### config.mk
export PLATFORM = sky130hd
export DESIGN_NAME = sum_output_stage_flat
export DESIGN_NICKNAME = d
export VERILOG_FILES = /design/src/rtl/sum_output_stage_if.sv /design/src/rtl/sum_output_stage.sv /design/src/flat_wrapper.sv
export SDC_FILE = /design/constraint.sdc
export NUM_CORES = 1
export LEC_CHECK = 0
export CORE_ASPECT_RATIO = 0.9
export CORE_UTILIZATION = 30
export DETAILED_ROUTE_END_ITERATION = 10
export PLACE_DENSITY = 0.58
export SLEW_MARGIN = 20
export SYNTH_ARGS = -nofsm -noshare
export SYNTH_HDL_FRONTEND = slang
export SYNTH_SLANG_ARGS = --single-unit
export TNS_END_PERCENT = 50
### constraint.sdc
create_clock -name clk -period 2.45 [get_ports clk]
set_input_delay 0.49 -clock clk [delete_from_list [all_inputs] [get_ports clk]]
set_output_delay 0.49 -clock clk [all_outputs]
set_load 0.1 [all_outputs]
### src/rtl/sum_output_stage_if.sv
// sum_output_stage_if: operand/carry upstream handshake and result downstream handshake.
// Macro SUM_STAGE_PARITY_EN adds the parity result signal.
interface sum_output_stage_if #(
    parameter int N_BIT = 32
);
    logic             in_valid;
    logic             in_ready;
    logic [N_BIT-1:0] operand_1;
    logic [N_BIT-1:0] operand_2;
    logic             carry_in;
    logic [N_BIT-1:0] carry;
    logic             out_valid;
    logic             out_ready;
    logic [N_BIT-1:0] sum;
    logic             carry_out;
    logic             overflow;
`ifdef SUM_STAGE_PARITY_EN
    logic             parity;

    modport master (
        output in_valid, operand_1, operand_2, carry_in, carry, out_ready,
        input  in_ready, out_valid, sum, carry_out, overflow, parity
    );
    modport slave (
        input  in_valid, operand_1, operand_2, carry_in, carry, out_ready,
        output in_ready, out_valid, sum, carry_out, overflow, parity
    );
`else
    modport master (
        output in_valid, operand_1, operand_2, carry_in, carry, out_ready,
        input  in_ready, out_valid, sum, carry_out, overflow
    );
    modport slave (
        input  in_valid, operand_1, operand_2, carry_in, carry, out_ready,
        output in_ready, out_valid, sum, carry_out, overflow
    );
`endif
endinterface

### src/rtl/sum_output_stage.sv
// sum_output_stage: sum/carry-out/overflow from a carry vector, held in a main+skid buffer.
// Optional macro SUM_STAGE_PARITY_EN adds an even-parity output that travels with each entry.
module sum_output_stage #(
    parameter int N_BIT = 32
) (
    input  logic              clk,
    input  logic              rst_n,
    sum_output_stage_if.slave bus
);
    typedef enum logic [1:0] {EMPTY, ONE, FULL} state_t;

    typedef struct packed {
        logic [N_BIT-1:0] sum;
        logic             cout;
        logic             ovf;
`ifdef SUM_STAGE_PARITY_EN
        logic             par;
`endif
    } entry_t;

    state_t           r_state;
    state_t           w_state_nxt;
    entry_t           r_main;
    entry_t           r_skid;
    entry_t           w_new;
    logic [N_BIT-1:0] w_sum;
    logic             w_accept;
    logic             w_pop;
    logic             w_ld_main_new;
    logic             w_ld_main_skid;
    logic             w_ld_skid;

    // Carries arrive pre-computed; bit j sums with the carry out of bit j-1.
    assign w_sum = (bus.operand_1 ^ bus.operand_2)
                 ^ {bus.carry[N_BIT-2:0], bus.carry_in};

    always_comb begin
        w_new      = '0;
        w_new.sum  = w_sum;
        w_new.cout = bus.carry[N_BIT-1];
        w_new.ovf  = bus.carry[N_BIT-1] ^ bus.carry[N_BIT-2];
`ifdef SUM_STAGE_PARITY_EN
        w_new.par  = ^w_sum;
`endif
    end

    assign bus.in_ready  = (r_state != FULL);
    assign bus.out_valid = (r_state != EMPTY);
    assign w_accept      = bus.in_valid & bus.in_ready;
    assign w_pop         = bus.out_valid & bus.out_ready;

    always_comb begin
        w_state_nxt    = r_state;
        w_ld_main_new  = 1'b0;
        w_ld_main_skid = 1'b0;
        w_ld_skid      = 1'b0;
        unique case (r_state)
            EMPTY: begin
                if (w_accept) begin
                    w_state_nxt   = ONE;
                    w_ld_main_new = 1'b1;
                end
            end
            ONE: begin
                if (w_accept && w_pop) begin
                    w_ld_main_new = 1'b1;
                end else if (w_accept) begin
                    w_state_nxt = FULL;
                    w_ld_skid   = 1'b1;
                end else if (w_pop) begin
                    w_state_nxt = EMPTY;
                end
            end
            FULL: begin
                if (w_pop) begin
                    w_state_nxt    = ONE;
                    w_ld_main_skid = 1'b1;
                end
            end
            default: w_state_nxt = EMPTY;
        endcase
    end

    always_ff @(posedge clk or negedge rst_n) begin
        if (!rst_n) begin
            r_state <= EMPTY;
        end else begin
            r_state <= w_state_nxt;
        end
    end

    always_ff @(posedge clk or negedge rst_n) begin
        if (!rst_n) begin
            r_main <= '0;
            r_skid <= '0;
        end else begin
            if (w_ld_main_new) begin
                r_main <= w_new;
            end else if (w_ld_main_skid) begin
                r_main <= r_skid;
            end
            if (w_ld_skid) begin
                r_skid <= w_new;
            end
        end
    end

    assign bus.sum       = r_main.sum;
    assign bus.carry_out = r_main.cout;
    assign bus.overflow  = r_main.ovf;
`ifdef SUM_STAGE_PARITY_EN
    assign bus.parity    = r_main.par;
`endif
endmodule
### src/flat_wrapper.sv
// flat-port wrapper written by rule: the top's interface ports become plain ports
module sum_output_stage_flat 
#(
    parameter int N_BIT = 32
)
  (clk, rst_n, bus_in_valid, bus_operand_1, bus_operand_2, bus_carry_in, bus_carry, bus_out_ready, bus_in_ready, bus_out_valid, bus_sum, bus_carry_out, bus_overflow);
  sum_output_stage_if #(.N_BIT(N_BIT)) bus_i ();
  input  logic clk;
  input  logic rst_n;
  input wire logic [$bits(bus_i.in_valid)-1:0] bus_in_valid;
  input wire logic [$bits(bus_i.operand_1)-1:0] bus_operand_1;
  input wire logic [$bits(bus_i.operand_2)-1:0] bus_operand_2;
  input wire logic [$bits(bus_i.carry_in)-1:0] bus_carry_in;
  input wire logic [$bits(bus_i.carry)-1:0] bus_carry;
  input wire logic [$bits(bus_i.out_ready)-1:0] bus_out_ready;
  output wire logic [$bits(bus_i.in_ready)-1:0] bus_in_ready;
  output wire logic [$bits(bus_i.out_valid)-1:0] bus_out_valid;
  output wire logic [$bits(bus_i.sum)-1:0] bus_sum;
  output wire logic [$bits(bus_i.carry_out)-1:0] bus_carry_out;
  output wire logic [$bits(bus_i.overflow)-1:0] bus_overflow;
  assign bus_i.in_valid = bus_in_valid;
  assign bus_i.operand_1 = bus_operand_1;
  assign bus_i.operand_2 = bus_operand_2;
  assign bus_i.carry_in = bus_carry_in;
  assign bus_i.carry = bus_carry;
  assign bus_i.out_ready = bus_out_ready;
  assign bus_in_ready = bus_i.in_ready;
  assign bus_out_valid = bus_i.out_valid;
  assign bus_sum = bus_i.sum;
  assign bus_carry_out = bus_i.carry_out;
  assign bus_overflow = bus_i.overflow;
  sum_output_stage #(.N_BIT(N_BIT)) u_core (.clk(clk), .rst_n(rst_n), .bus(bus_i));
endmodule
==> flow_summary.ini <==
[synth]
synth_fa_ha_area_share_pct = 0
synthDistinctLibCells = 19
synthXorXnorAreaFrac_pct = 16.3
synth_top_family_by_area = multiplexers
post_synth.cell_area_avg_sq_um = 11.8
synth.cell_area_sq_mm = 0.00348
ys.warnings.count = 0
postSynthRegisterBits = 70
ys_seq_area_share_pct = 50.3
synth-compound-area-share_pct = 5.28
synthMuxAreaShare_pct = 20.4
synthCells = 296
post_synth_and_or_nand_nor_area_fraction_pct = 4.99
synth_nets = 397

[grt]
first_global_vias = 2640
grt_util_all_layers_pct = 13.0
grt_antenna_before_repair = 0
grt_util_met1_pct = 14.6
grt_overflow_total = 0
groute.layer.met2.usage_pct = 22.7
grt_use_met3_pct = 4.66
grt_pass1_wl_mm = 12.1
pin_count_of_the_biggest_net_entering_global_routing = 71
global_route.peak_usage_layer = met2

[timing]
achievable-frequency_ghz = 0.554
setup_viol = 0
finalCriticalPeriod_ns = 1.80
tns_ns = 0
worst_clock_skew_ns = 0.00336
rsz0062_at_grt = no
layout_worst_path_cycle_share_pct = 73.7
slew_violations = 0
worstMarginPinSlew_ns = 0.879
final_hold_viol_count = 0
timing.max_slew.rel_slack_pct = 41.4

[finish]
fill_cells = 1050
drive_above_1_share_pct = 14.2
num-nets-final = 536
antenna_cells = 0
area.growth.synth_to_final_pct = 50.8
fin_area_sq_mm = 0.00525
area_occupied_by_multi_input_gates_sq_mm = 0.00166
seqCellArea_sq_mm = 0.00175

[drt]
drt_iter0_markers = 65
post-route-drc-count = 0
drtPass1Iterations = 4
average_wire_per_cell_in_the_routed_design_um = 12.5
drt_wl_total_mm = 7.35
avgViaCountPerCell = 4.34
vias = 2554
final_antenna_net_count = 0

[pwr]
power.density_cell_area_mw_per_mm2 = 1170
cellLeakagePower_nw = 2.57
vdd.ir_drop.worst_v = 0.000379

[setup_path]
critical_path_peak_fanout = 7
path_class = reg2out
critical-path-max-stage-delay_ns = 0.45
path_cells = or2_2 > buf_4
worstPathArrival_ns = 1.31
end_kind = output pin
crit_buf_inv = 1
start_kind = register
cp_slowest_cell = sky130_fd_sc_hd__dfrtp_1
critPathTopFamily = flip-flops
crit_required_ns = 1.96

[flow_run]
cap_viol_max_count = 0

[clock_tree]
cts_root_buf = sky130_fd_sc_hd__clkbuf_16
tritoncts.num_buffers = 9
clock-sinks = 70
cts.repair_timing.setup_buffer_count = 0
clkTransAtPathRegs_ns = 0.05
worst_skew_pair.late_latency_ns = 0.32
cts-root-to-sink-buffers = 2
cts_h_tree_depth = 3
post_cts_hold_buffer_count = 0
postCtsResizedCells = 0
tritoncts_clock_tree = built

[run_status]
status = finished, final reports clean

[placed_design]
place_hpwl_mm = 5.47
portBuffers = 136
routabilityCongestion = 0.706
post_dp_cell_area_sq_mm = 0.00496

[die]
fp.dieW_um = 116
ios = 137
floorplan.initialDensity_pct = 31.4
number_of_standard_cell_rows_in_the_floorplan = 36
die_area_sq_mm = 0.0120
placeableCoreArea_sq_mm = 0.0111
die_height_um = 104

[min_path]
holdCritPathClass = in2async
flip-flops by register name, indices dropped and copies added, names as in the netlist:
register	count
u_core.bus.sum	32
u_core.bus.overflow	1
u_core.bus.carry_out	1
u_core.r_skid	34
u_core.r_state	2
per-layer routing:
layer | share of wire, % | vias up
li1 | - | 1273
met1 | 41 | 1196
met2 | 50 | 78
met3 | 7.7 | 7
met4 | 0.95 | 0
met5 | 0 | -
area by class of cell:
class | instances | area share, %
clock buffers | 12 | 5.07
flip-flops and latches | 70 | 33.3
clock inverters | 1 | 0.572
multi-input cells | 211 | 31.5
well taps | 152 | 3.62
repair buffers | 143 | 25.9
final timing paths:
kind,startpoint,to,slack [ns],cells past startpoint
worst max-delay path,u_core.r_state[1],bus_out_valid,0.65,2
worst min-delay path,rst_n,u_core.bus.sum[21],0.28,1
worst max register to register,u_core.r_state[0],u_core.bus.carry_out,1.01,3
worst min register to register,u_core.r_skid[27],u_core.r_skid[27],0.48,2
max in group asynchronous,rst_n,u_core.r_skid[32],1.58,1
min in group clk,u_core.r_skid[27],u_core.r_skid[27],0.48,2
cells in the mapped netlist:
library cell / n / area share [%]
sky130_fd_sc_hd__or2_2: 1 / 0.18
sky130_fd_sc_hd__mux2i_1: 67 / 19
sky130_fd_sc_hd__o22ai_1: 1 / 0.18
sky130_fd_sc_hd__nand4bb_1: 1 / 0.32
sky130_fd_sc_hd__buf_2: 4 / 0.57
sky130_fd_sc_hd__xor2_1: 32 / 8.0
sky130_fd_sc_hd__mux2_4: 2 / 0.86
sky130_fd_sc_hd__dfrtp_1: 70 / 50
sky130_fd_sc_hd__buf_4: 6 / 1.3
sky130_fd_sc_hd__xnor2_1: 33 / 8.3
sky130_fd_sc_hd__nand2_1: 34 / 3.7
sky130_fd_sc_hd__buf_6: 1 / 0.32
sky130_fd_sc_hd__nand2b_1: 1 / 0.18
sky130_fd_sc_hd__o21a_1: 1 / 0.22
sky130_fd_sc_hd__or2b_1: 1 / 0.22
sky130_fd_sc_hd__mux2_2: 1 / 0.32
sky130_fd_sc_hd__clkbuf_1: 4 / 0.43
sky130_fd_sc_hd__o21ai_0: 34 / 4.9
sky130_fd_sc_hd__nand3b_1: 2 / 0.43
metrics by stage:
step                      setup slack, ns  utilization [%]  power, mW  hold WS (ns)  instances
after floorplan                     0.790                -       4.10         0.194        296
after global placement              0.441             44.7       4.85         0.460        576
after detailed placement            0.404             44.7       4.90         0.469        576
after CTS                           0.617             47.4       6.21         0.329        589
after global routing                0.608             47.4       6.43         0.365        589
final                               0.645             47.4       6.12         0.284        589
cells in the final DEF, fill, tap and decap left out, types with 9 or more instances in the layout:
cell	netlist	final
sky130_fd_sc_hd__clkdlybuf4s50_1	0	99
sky130_fd_sc_hd__o21ai_0	34	34
sky130_fd_sc_hd__buf_4	6	41
sky130_fd_sc_hd__dfrtp_1	70	70
sky130_fd_sc_hd__nand2_1	34	34
sky130_fd_sc_hd__clkbuf_16	0	9
sky130_fd_sc_hd__xor2_1	32	32
sky130_fd_sc_hd__mux2i_1	67	67
sky130_fd_sc_hd__xnor2_1	33	33
report_power, final:
| group | internal, mW | switching [mW] | leakage [nW] | total, mW |
|---|---|---|---|---|
| clock network | 0.853 | 0.422 | 0.147 | 1.28 |
| registers | 1.60 | 0.241 | 0.849 | 1.85 |
| logic | 0.818 | 2.18 | 1.57 | 3.00 |
| total | 3.28 | 2.85 | 2.57 | 6.12 |
kinds of logic (layout without fill, tap and decap cells):
logic type      Yosys count  after routing
mux                      70             70
compound gates           36             36
flops                    70             70
buf+inv                  15            156
simple gates             40             40
xor+xnor                 65             65
(Power assumes the default switching activity.)
